===== src/rtl/shift_pattern_decoder_pkg.sv =====
// Shared definitions for the shift-pattern decoder: FSM states, default
// geometry of the bouncing one-hot pattern and the phase-to-bit mapping.
package shift_pattern_decoder_pkg;

  localparam int WIDTH_DEF    = 8;
  localparam int DWELL_DEF    = 5;
  localparam int MAX_MISS_DEF = 3;
  localparam int PERIOD_DEF   = DWELL_DEF + 2 * WIDTH_DEF - 3;

  typedef enum logic [1:0] {
    ST_SEARCH  = 2'd0,
    ST_ACQUIRE = 2'd1,
    ST_LOCKED  = 2'd2
  } state_t;

  // Index of the bit the generator drives at phase p: dwell on bit0,
  // sweep up to bit(width-1), then back down to bit1.
  function automatic int unsigned expected_index(input int unsigned p,
                                                 input int unsigned width,
                                                 input int unsigned dwell);
    int unsigned idx;
    if (p < dwell) begin
      idx = 0;
    end else if (p < dwell + width - 1) begin
      idx = p - dwell + 1;
    end else begin
      idx = 2 * width + dwell - 3 - p;
    end
    return idx;
  endfunction

endpackage


===== src/rtl/shift_pattern_decoder_if.sv =====
// Pattern bus between the generator and the decoder, carrying the sample
// stream one way and the recovered tracking status the other.
interface shift_pattern_decoder_if
  import shift_pattern_decoder_pkg::*;
#(
  parameter int WIDTH = WIDTH_DEF
);

  logic                     in_valid;
  logic [WIDTH-1:0]         pattern;
  logic [4:0]               phase;
  logic [$clog2(WIDTH)-1:0] pos;
  logic                     dir;
  logic                     locked;
  logic                     err;
  logic [7:0]               err_count;
  logic                     period_done;

  modport master (
    output in_valid, pattern,
    input  phase, pos, dir, locked, err, err_count, period_done
  );

  modport slave (
    input  in_valid, pattern,
    output phase, pos, dir, locked, err, err_count, period_done
  );

endinterface


===== src/rtl/shift_pattern_decoder_onehot_encoder.sv =====
// Combinational one-hot encoder: reports the index of the highest set bit
// and whether exactly one bit is set.
module shift_pattern_decoder_onehot_encoder #(
  parameter int WIDTH = 8
) (
  input  logic [WIDTH-1:0]         vec,
  output logic [$clog2(WIDTH)-1:0] idx,
  output logic                     is_onehot
);

  localparam int IDXW = $clog2(WIDTH);
  localparam int CNTW = $clog2(WIDTH + 1);

  logic [IDXW-1:0] idx_s;
  logic [CNTW-1:0] ones_s;

  // Population count and set-bit index in a single sweep.
  always_comb begin
    idx_s  = {IDXW{1'b0}};
    ones_s = {CNTW{1'b0}};
    for (int i = 0; i < WIDTH; i++) begin
      ones_s = ones_s + {{(CNTW-1){1'b0}}, vec[i]};
      idx_s  = vec[i] ? IDXW'(i) : idx_s;
    end
  end

  assign idx       = idx_s;
  assign is_onehot = (ones_s == {{(CNTW-1){1'b0}}, 1'b1});

endmodule


===== src/rtl/shift_pattern_decoder.sv =====
// Receive-side decoder for the bouncing one-hot pattern: acquires the
// generator phase from a bit0->bit1 edge, confirms it over one full period,
// then flywheels through isolated faults and counts pattern errors.
module shift_pattern_decoder
  import shift_pattern_decoder_pkg::*;
#(
  parameter int WIDTH    = WIDTH_DEF,
  parameter int DWELL    = DWELL_DEF,
  parameter int MAX_MISS = MAX_MISS_DEF
) (
  input  logic                  clk,
  input  logic                  reset,
  shift_pattern_decoder_if.slave bus
);

  localparam int PERIOD = DWELL + 2 * WIDTH - 3;
  localparam int PHW    = 5;
  localparam int IDXW   = $clog2(WIDTH);
  localparam int MW     = $clog2(MAX_MISS + 1);
  localparam int CW     = $clog2(PERIOD + 1);
  localparam logic [WIDTH-1:0] BIT0 = {{(WIDTH-1){1'b0}}, 1'b1};
  localparam logic [WIDTH-1:0] BIT1 = {{(WIDTH-2){1'b0}}, 2'b10};

  state_t          state_r, state_n;
  logic [PHW-1:0]  phase_r, phase_n;
  logic [IDXW-1:0] pos_r, pos_n;
  logic            dir_r, dir_n;
  logic            locked_r, locked_n;
  logic            err_r, err_n;
  logic [7:0]      err_count_r, err_count_n;
  logic            period_done_r, period_done_n;
  logic [MW-1:0]   miss_r, miss_n;
  logic [CW-1:0]   match_r, match_n;
  logic            prev_zero_r, prev_zero_n;

  logic [IDXW-1:0]  idx_s;
  logic             is_onehot_s;
  logic [PHW-1:0]   phase_inc_s;
  logic [IDXW-1:0]  exp_idx_s;
  logic [WIDTH-1:0] exp_pat_s;
  logic             match_s;
  logic             err_hit_s;

  shift_pattern_decoder_onehot_encoder #(.WIDTH(WIDTH)) u_onehot (
    .vec       (bus.pattern),
    .idx       (idx_s),
    .is_onehot (is_onehot_s)
  );

  // The expected pattern is always the one for the phase after the current
  // one; a non-one-hot sample can never equal it, so it counts as a miss.
  assign phase_inc_s = (phase_r == PHW'(PERIOD - 1)) ? {PHW{1'b0}} : phase_r + PHW'(1);
  assign exp_idx_s   = IDXW'(expected_index(32'(phase_inc_s), WIDTH, DWELL));
  assign exp_pat_s   = BIT0 << exp_idx_s;
  assign match_s     = (bus.pattern == exp_pat_s);

  // Next-state and next-output logic for the search/acquire/locked tracker.
  always_comb begin
    state_n       = state_r;
    phase_n       = phase_r;
    pos_n         = pos_r;
    locked_n      = locked_r;
    err_n         = 1'b0;
    err_count_n   = err_count_r;
    period_done_n = 1'b0;
    miss_n        = miss_r;
    match_n       = match_r;
    prev_zero_n   = prev_zero_r;
    err_hit_s     = 1'b0;
    if (bus.in_valid) begin
      prev_zero_n = (bus.pattern == BIT0);
      if (is_onehot_s) begin
        pos_n = idx_s;
      end else begin
        pos_n = pos_r;
      end
      case (state_r)
        ST_SEARCH: begin
          if ((bus.pattern == BIT1) && prev_zero_r) begin
            state_n = ST_ACQUIRE;
            phase_n = PHW'(DWELL);
            match_n = CW'(1);
          end else begin
            state_n = ST_SEARCH;
          end
        end
        ST_ACQUIRE: begin
          if (match_s) begin
            phase_n = phase_inc_s;
            match_n = match_r + CW'(1);
            if (match_r == CW'(PERIOD - 1)) begin
              state_n  = ST_LOCKED;
              locked_n = 1'b1;
            end else begin
              state_n = ST_ACQUIRE;
            end
          end else begin
            err_hit_s = 1'b1;
            state_n   = ST_SEARCH;
          end
        end
        ST_LOCKED: begin
          phase_n       = phase_inc_s;
          period_done_n = (phase_inc_s == {PHW{1'b0}});
          if (match_s) begin
            miss_n = {MW{1'b0}};
          end else begin
            err_hit_s = 1'b1;
            if (miss_r == MW'(MAX_MISS - 1)) begin
              state_n  = ST_SEARCH;
              locked_n = 1'b0;
              miss_n   = {MW{1'b0}};
            end else begin
              miss_n = miss_r + MW'(1);
            end
          end
        end
        default: begin
          state_n  = ST_SEARCH;
          locked_n = 1'b0;
          miss_n   = {MW{1'b0}};
        end
      endcase
      if (err_hit_s) begin
        err_n       = 1'b1;
        err_count_n = (err_count_r == 8'hFF) ? err_count_r : err_count_r + 8'd1;
      end else begin
        err_count_n = err_count_r;
      end
    end else begin
      state_n = state_r;
    end
    dir_n = (phase_n >= PHW'(DWELL + WIDTH - 1));
  end

  // State and output registers with synchronous active-low reset.
  always_ff @(posedge clk) begin
    if (!reset) begin
      state_r       <= ST_SEARCH;
      phase_r       <= {PHW{1'b0}};
      pos_r         <= {IDXW{1'b0}};
      dir_r         <= 1'b0;
      locked_r      <= 1'b0;
      err_r         <= 1'b0;
      err_count_r   <= 8'd0;
      period_done_r <= 1'b0;
      miss_r        <= {MW{1'b0}};
      match_r       <= {CW{1'b0}};
      prev_zero_r   <= 1'b0;
    end else begin
      state_r       <= state_n;
      phase_r       <= phase_n;
      pos_r         <= pos_n;
      dir_r         <= dir_n;
      locked_r      <= locked_n;
      err_r         <= err_n;
      err_count_r   <= err_count_n;
      period_done_r <= period_done_n;
      miss_r        <= miss_n;
      match_r       <= match_n;
      prev_zero_r   <= prev_zero_n;
    end
  end

  assign bus.phase       = phase_r;
  assign bus.pos         = pos_r;
  assign bus.dir         = dir_r;
  assign bus.locked      = locked_r;
  assign bus.err         = err_r;
  assign bus.err_count   = err_count_r;
  assign bus.period_done = period_done_r;

endmodule


===== src/flat_wrapper.sv =====
// flat-port wrapper written by rule: the top's interface ports become plain ports
module shift_pattern_decoder_flat import shift_pattern_decoder_pkg::*;
#(
  parameter int WIDTH    = WIDTH_DEF,
  parameter int DWELL    = DWELL_DEF,
  parameter int MAX_MISS = MAX_MISS_DEF
)
  (clk, reset, bus_in_valid, bus_pattern, bus_phase, bus_pos, bus_dir, bus_locked, bus_err, bus_err_count, bus_period_done);
  shift_pattern_decoder_if #(.WIDTH(WIDTH)) bus_i ();
  input  logic clk;
  input  logic reset;
  input wire logic [$bits(bus_i.in_valid)-1:0] bus_in_valid;
  input wire logic [$bits(bus_i.pattern)-1:0] bus_pattern;
  output wire logic [$bits(bus_i.phase)-1:0] bus_phase;
  output wire logic [$bits(bus_i.pos)-1:0] bus_pos;
  output wire logic [$bits(bus_i.dir)-1:0] bus_dir;
  output wire logic [$bits(bus_i.locked)-1:0] bus_locked;
  output wire logic [$bits(bus_i.err)-1:0] bus_err;
  output wire logic [$bits(bus_i.err_count)-1:0] bus_err_count;
  output wire logic [$bits(bus_i.period_done)-1:0] bus_period_done;
  assign bus_i.in_valid = bus_in_valid;
  assign bus_i.pattern = bus_pattern;
  assign bus_phase = bus_i.phase;
  assign bus_pos = bus_i.pos;
  assign bus_dir = bus_i.dir;
  assign bus_locked = bus_i.locked;
  assign bus_err = bus_i.err;
  assign bus_err_count = bus_i.err_count;
  assign bus_period_done = bus_i.period_done;
  shift_pattern_decoder #(.WIDTH(WIDTH), .DWELL(DWELL), .MAX_MISS(MAX_MISS)) u_core (.clk(clk), .reset(reset), .bus(bus_i));
endmodule

===== config.mk =====
export PLATFORM = sky130hd
export DESIGN_NAME = shift_pattern_decoder_flat
export DESIGN_NICKNAME = d
export VERILOG_FILES = /design/src/rtl/shift_pattern_decoder_pkg.sv /design/src/rtl/shift_pattern_decoder_if.sv /design/src/rtl/shift_pattern_decoder_onehot_encoder.sv /design/src/rtl/shift_pattern_decoder.sv /design/src/flat_wrapper.sv
export SDC_FILE = /design/constraint.sdc
export NUM_CORES = 1
export LEC_CHECK = 0
export CAP_MARGIN = 10
export CORE_MARGIN = 5
export CORE_UTILIZATION = 51
export DETAILED_ROUTE_END_ITERATION = 7
export GPL_TIMING_DRIVEN = 0
export PLACE_DENSITY = 0.85
export SLEW_MARGIN = 20
export SYNTH_ARGS = -nofsm -noshare
export SYNTH_HDL_FRONTEND = slang
export SYNTH_SLANG_ARGS = --single-unit

===== constraint.sdc =====
create_clock -name clk -period 4 [get_ports clk]
set_clock_uncertainty 0.1 [all_clocks]
set_input_delay 0.8 -clock clk [delete_from_list [all_inputs] [get_ports clk]]
set_output_delay 0.8 -clock clk [all_outputs]
set_load 0.01 [all_outputs]

# Yosys cells after proc, flatten, opt, wreduce, memory -nomap -nowiden
# Index checks and enable logic that the tools add are counted.
# word_totals
word_cells,96
regBits,30
# op_classes
shift,1
reduce_logical,14
bitwise,3
n_lt_le_gt_ge,3
n_eq_ne,15
addsub,14
n_mux,35
# op_table
op,n
$mux 5,6
$mux 3,6
$add 4x1->4,4
$mux 2,8
$pmux 5 s3,1
$add 5x1->5 const B,2
$eq 5x5->1 const B,2
$mux 1,10
$pmux 5 s2,1
$reduce_and 3->1,3
$add 8x1->8 const B,1
$eq 8x1->1 const B,1
$eq 8x2->1 const B,1
$eq 8x8->1,1
$eq 8x8->1 const B,1
$ne 2x1->1 const B,4
$shl 1x3->8 const A,1
$pmux 2 s3,1
$reduce_and 2->1,3
$reduce_and 6->1,1
$ge 5x4->1 const B,1
$logic_not 5->1,1
$lt 5x3->1 const B,1
$lt 5x4->1 const B,1
19 further kinds,23

# Depth between registers and ports, before layout
# logic_depth
ltp_word,12
ltp_mapped,17

# Modules after synthesis
# Synthesis repeated with hierarchy kept, for this count alone.
# unflattened
cells_unflattened,308
hier_area_um2,2567.5
# by_module_without_submodules
module,instances,area_per_inst_um2,cells_each,seq_area_each_um2
shift_pattern_decoder,1,2332.2,277,600.6
shift_pattern_decoder_onehot_encoder,1,235.2,31,0.0

# Worst setup path before layout
# OpenSTA, ideal clock, no wires.
# synth_timing
path_type,input port to flip-flop
startpoint,input port bus_pattern[0]
endpoint,register u_core.pos_r[2] (netlist: u_core.bus.pos[2])
t_required_ns,3.772
setup_time_ns,0.128
cell_stages,12
arrival_ns,3.567
setup_slack_ns,0.205
cell_sequence,fa_1 -> inv_1 -> fa_1 -> fa_1 -> inv_1 -> ha_1 -> inv_1 -> fa_1 -> nand3_1 -> a21oi_1 -> mux2i_1 -> nor2_1
# synth_via
elab_chain_len,9
# synth_rtl
item,line,rtl
from (decl),flat_wrapper.sv:13,input wire logic [$bits(bus_i.pattern)-1:0] bus_pattern;
$add 1x1->2,shift_pattern_decoder_onehot_encoder.sv:22,"ones_s = ones_s + {{(CNTW-1){1'b0}}, vec[i]};"
$add 2x1->3,shift_pattern_decoder_onehot_encoder.sv:22,
$add 3x1->4,shift_pattern_decoder_onehot_encoder.sv:22,
$add 4x1->4 (4 in series),shift_pattern_decoder_onehot_encoder.sv:22,
$eq 4x1->1,shift_pattern_decoder_onehot_encoder.sv:28,"assign is_onehot = (ones_s == {{(CNTW-1){1'b0}}, 1'b1});"
$reduce_and 2->1 (no source line),-,
to (signal assigned),shift_pattern_decoder.sv:141,pos_r <= {IDXW{1'b0}};
to (signal assigned),shift_pattern_decoder.sv:153,pos_r <= pos_n;
to (decl),shift_pattern_decoder.sv:26,"logic [IDXW-1:0] pos_r, pos_n;"
# Every way passes these cells.
# A chain may end at the register's enable or synchronous reset.

# Worst setup path in the final report
# layout_timing
startpoint,register u_core.phase_r[1] (netlist: u_core.bus.phase[1])
endpoint,register u_core.locked_r (netlist: u_core.bus.locked)
# layout_via
elab_chain_len,10
elab_cells_between_ends,15
cone_classes,add/sub (4); order compare (2); eq/ne (4); shift (1); mux (3); reduce/logical (1)
# layout_rtl
item,line,rtl
from (decl),shift_pattern_decoder.sv:25,"logic [PHW-1:0] phase_r, phase_n;"
from (signal assigned),shift_pattern_decoder.sv:140,phase_r <= {PHW{1'b0}};
from (signal assigned),shift_pattern_decoder.sv:152,phase_r <= phase_n;
$add 5x1->5 / $eq 5x5->1 (equally long branches),shift_pattern_decoder.sv:52,assign phase_inc_s = (phase_r == PHW'(PERIOD - 1)) ? {PHW{1'b0}} : phase_r + PHW'(1);
$mux 5 (*),shift_pattern_decoder.sv:52,
$sub 3x3->3,shift_pattern_decoder_pkg.sv:25,idx = p - dwell + 1;
$add 3x1->3,shift_pattern_decoder_pkg.sv:25,
$mux 3,shift_pattern_decoder_pkg.sv:24,end else if (p < dwell + width - 1) begin
$mux 3 (*),shift_pattern_decoder_pkg.sv:22,if (p < dwell) begin
$shl 1x3->8 (*),shift_pattern_decoder.sv:54,assign exp_pat_s = BIT0 << exp_idx_s;
$eq 8x8->1 (*),shift_pattern_decoder.sv:55,assign match_s = (bus.pattern == exp_pat_s);
$ne 2x2->1 (no source line) / $ne 2x1->1 (equally long branches),-,
$reduce_and 6->1 (no source line) (*),-,
to (signal assigned),shift_pattern_decoder.sv:155,locked_r <= locked_n;
to (decl),shift_pattern_decoder.sv:28,"logic locked_r, locked_n;"
# Every way passes the cells marked *; elsewhere a longest branch is shown, timed or not.

==> flow_metrics.env <==
export IMPL_ys_types=66
export IMPL_port_buffers=30
export IMPL_finalSetupTns_ps=0
export IMPL_max_freq_ghz=0.2567
export IMPL_yosysTopAreaCellShare=0.2433
export IMPL_viasPerCell=5.979
export IMPL_cts_root_buf="clkbuf_8"
export IMPL_numCtsBuffers=5
export IMPL_drv_slew=0
export IMPL_grt_overflow_total=0
export IMPL_drc=1
export IMPL_finalWirelength_um=6425
export IMPL_seq_area_frac_synth=0.2433
export IMPL_powerDensity_nw_per_um2=278.0
export IMPL_required_ps=4130
export IMPL_setup_violations=0
export IMPL_ir_worst_vdd_uv=196.3
export IMPL_fin_util=0.6485
export IMPL_async_flop_share=0
export IMPL_ant_nets=0
export IMPL_failed_checks="DRC"
export IMPL_min_period_ps=3896
export IMPL_crit_fanout=6
export IMPL_rows=25
export IMPL_worst_path_max_delay_cell="or4b_4"
export IMPL_io_pins=31
export IMPL_synth_area_top_cells="dfxtp_1, ha_1, nor2_1"
export IMPL_crit_path_cell_trace="inv_2, ha_2, and4bb_4, or2_1, buf_6, inv_2, ha_2, a311oi_2, o31ai_4, buf_4, a211o_1, a31oi_2, o32ai_2, or2_0, buf_4, or4b_4, nor3b_2, o21a_1"
export IMPL_start_util=0.5226
export IMPL_insertion_delay_ps=290
export IMPL_first_global_vias=2435
export IMPL_crit_arrival_ps=4030
export IMPL_max_slew_margin=0.6477
export IMPL_cts_hold_fix_buffers=0
export IMPL_antenna_found_initial=0
export IMPL_die_h_um=79.58
export IMPL_syn_avg_cell_area_um2=7.912
export IMPL_die_x_um=79.58
export IMPL_hold_path_class="reg2reg"
export IMPL_holdWs_ps=355.0
export IMPL_critPathCaptureType="flip-flop"
export IMPL_cts_tree="done"
export IMPL_synth_edf_count=0
export IMPL_path_class="reg2reg"
export IMPL_tightestPinTransition_ps=523.9
export IMPL_antenna_cells=0
export IMPL_vias=2529
export IMPL_grt_max_degree=11
export IMPL_area_growth_synth_to_final_pct=24.08
export IMPL_syn_cell_area_um2=2469
export IMPL_first_pass_iters=7
export IMPL_startpoint_type="flip-flop"
export IMPL_post_route_period_util=0.9739
export IMPL_routedWlPerCell_um=15.19
export IMPL_cap_violations=0
export IMPL_finalNetCount=386
export IMPL_gp_congestion=0.9358
export IMPL_finalHoldViolCount=0
export IMPL_crit_buf_inv=5
export IMPL_cts_clk_slew_worst_paths_ps=70
export IMPL_core_area_um2=4723
export IMPL_htreeDepth=2
export IMPL_cts_sinks=30
export IMPL_syn_nets=343
export IMPL_power_uw=851.5
export IMPL_grt_pass1_wl_um=10850
export IMPL_grt_util_all_layers=0.2111
export IMPL_cp_top_family="simple AND/OR/NAND/NOR gates"
export IMPL_synth_area_leader_cell="dfxtp_1"
export IMPL_drt_iter0_drc=295
export IMPL_power_leakage_nw=1.112
export IMPL_synthCells=312
export IMPL_yosys_warnings=0
export IMPL_cpPeakStageDelay_ps=530
export IMPL_stdcell_area_um2=3063
export IMPL_place_area_um2=2853
export IMPL_synth_top_flop_cell="dfxtp_1"
export IMPL_reg2reg_slack_ps=100
export IMPL_status="finished with violations"
export IMPL_drive_gt1_frac=0.1601
export IMPL_yosys_register_bits=30
export IMPL_die_area_um2=6332
export IMPL_n_fill_cell=403
export IMPL_hpwlAfterDp_um=4638
export IMPL_cts_path_max_buffers=2
==> kinds of logic (layout without fill, tap and decap cells) <==
| family | after synthesis | count (layout) | synth area share |
|---|---|---|---|
| flops | 30 | 30 | 0.2433 |
| fa+ha+maj | 20 | 20 | 0.1135 |
| compound gates | 87 | 87 | 0.2605 |
| simple gates | 120 | 120 | 0.2595 |
| mux | 6 | 6 | 0.02433 |
| buf+inv | 42 | 86 | 0.07096 |
| xor+xnor | 7 | 7 | 0.02788 |
==> cell usage after synthesis (6+ instances only) <==
cell      instances
nor2_1           33
dfxtp_1          30
inv_1            27
nand2_1          20
a21oi_1          18
ha_1             16
o21ai_0          16
nand3_1          13
nor3_1            8
clkbuf_1          7
a31oi_1           6
mux2i_1           6
nand2b_1          6
nand4_1           6
o31ai_1           6
xnor2_1           6
==> metrics by stage <==
stage	setup WS, ps	instances
finish	104.2	423
floorplan	205.2	312
global route	-80.10	423
global placement	-564.8	409
CTS	1.023	418
detailed placement	-693.6	409
==> per-layer routing <==
layer  vias up  global-route usage  wire length (um)
met5         -                   0                 0
met4         0             0.09966               159
met3        24             0.03047               423
met2       109              0.3481              3103
met1      1184              0.2693              2739
li1       1212                   -                 -
==> where the power goes <==
| group | internal, mW | switching (mW) |
|---|---|---|
| clock network | 0.186 | 0.119 |
| registers | 0.308 | 0.00823 |
| logic | 0.0984 | 0.131 |
==> area by class of cell <==
| type | count | area [um2] | area share |
|---|---|---|---|
| buffer | 14 | 80.08 | 0.02614 |
| clock buffer | 7 | 76.32 | 0.02492 |
| clock inverter | 1 | 30.03 | 0.009804 |
| inverter | 28 | 105.1 | 0.03431 |
| multi-input combinational | 240 | 1749 | 0.5711 |
| sequential | 30 | 608.1 | 0.1985 |
| tap | 67 | 83.83 | 0.02737 |
| timing repair buffer | 36 | 330.3 | 0.1078 |
==> what timing repair did <==
| action | CTS | global route |
|---|---|---|
| setup endpoints to repair | 22 | 27 |
| pin swaps | 2 | 9 |
| buffers inserted | 1 | 5 |
| gates resized for setup | 13 | 20 |
==> final timing paths <==
check | start | end | depth (start not counted)
max | u_core.bus.phase[1] | u_core.bus.locked | 18
min | u_core.prev_zero_r | u_core.prev_zero_r | 2
max reg2reg | u_core.bus.phase[1] | u_core.bus.locked | 18
min reg2reg | u_core.prev_zero_r | u_core.prev_zero_r | 2
==> tightest hold or removal path, stage by stage (launching register included) <==
cell	delay, ps
dfxtp_1	310
nand2_1	50
a21oi_1	50
==> registers in the layout (all words and copies together) (netlist names) <==
signal / count
u_core.bus.dir: 1
u_core.bus.err: 1
u_core.bus.err_count: 8
u_core.bus.locked: 1
u_core.bus.period_done: 1
u_core.bus.phase: 5
u_core.bus.pos: 3
u_core.match_r: 5
u_core.miss_r: 2
u_core.prev_zero_r: 1
u_core.state_r: 2
==> placed cells by master (no fill, tap or decap), types with 8 or more instances in the layout <==
master,n
nand3_1,12
buf_4,8
o21ai_0,16
clkbuf_1,8
inv_1,25
a21oi_1,17
nor3_1,8
nand2_1,20
nor2_1,32
ha_1,14
clkdlybuf4s50_1,27
dfxtp_1,28
Power figures use the tool's default switching activity.
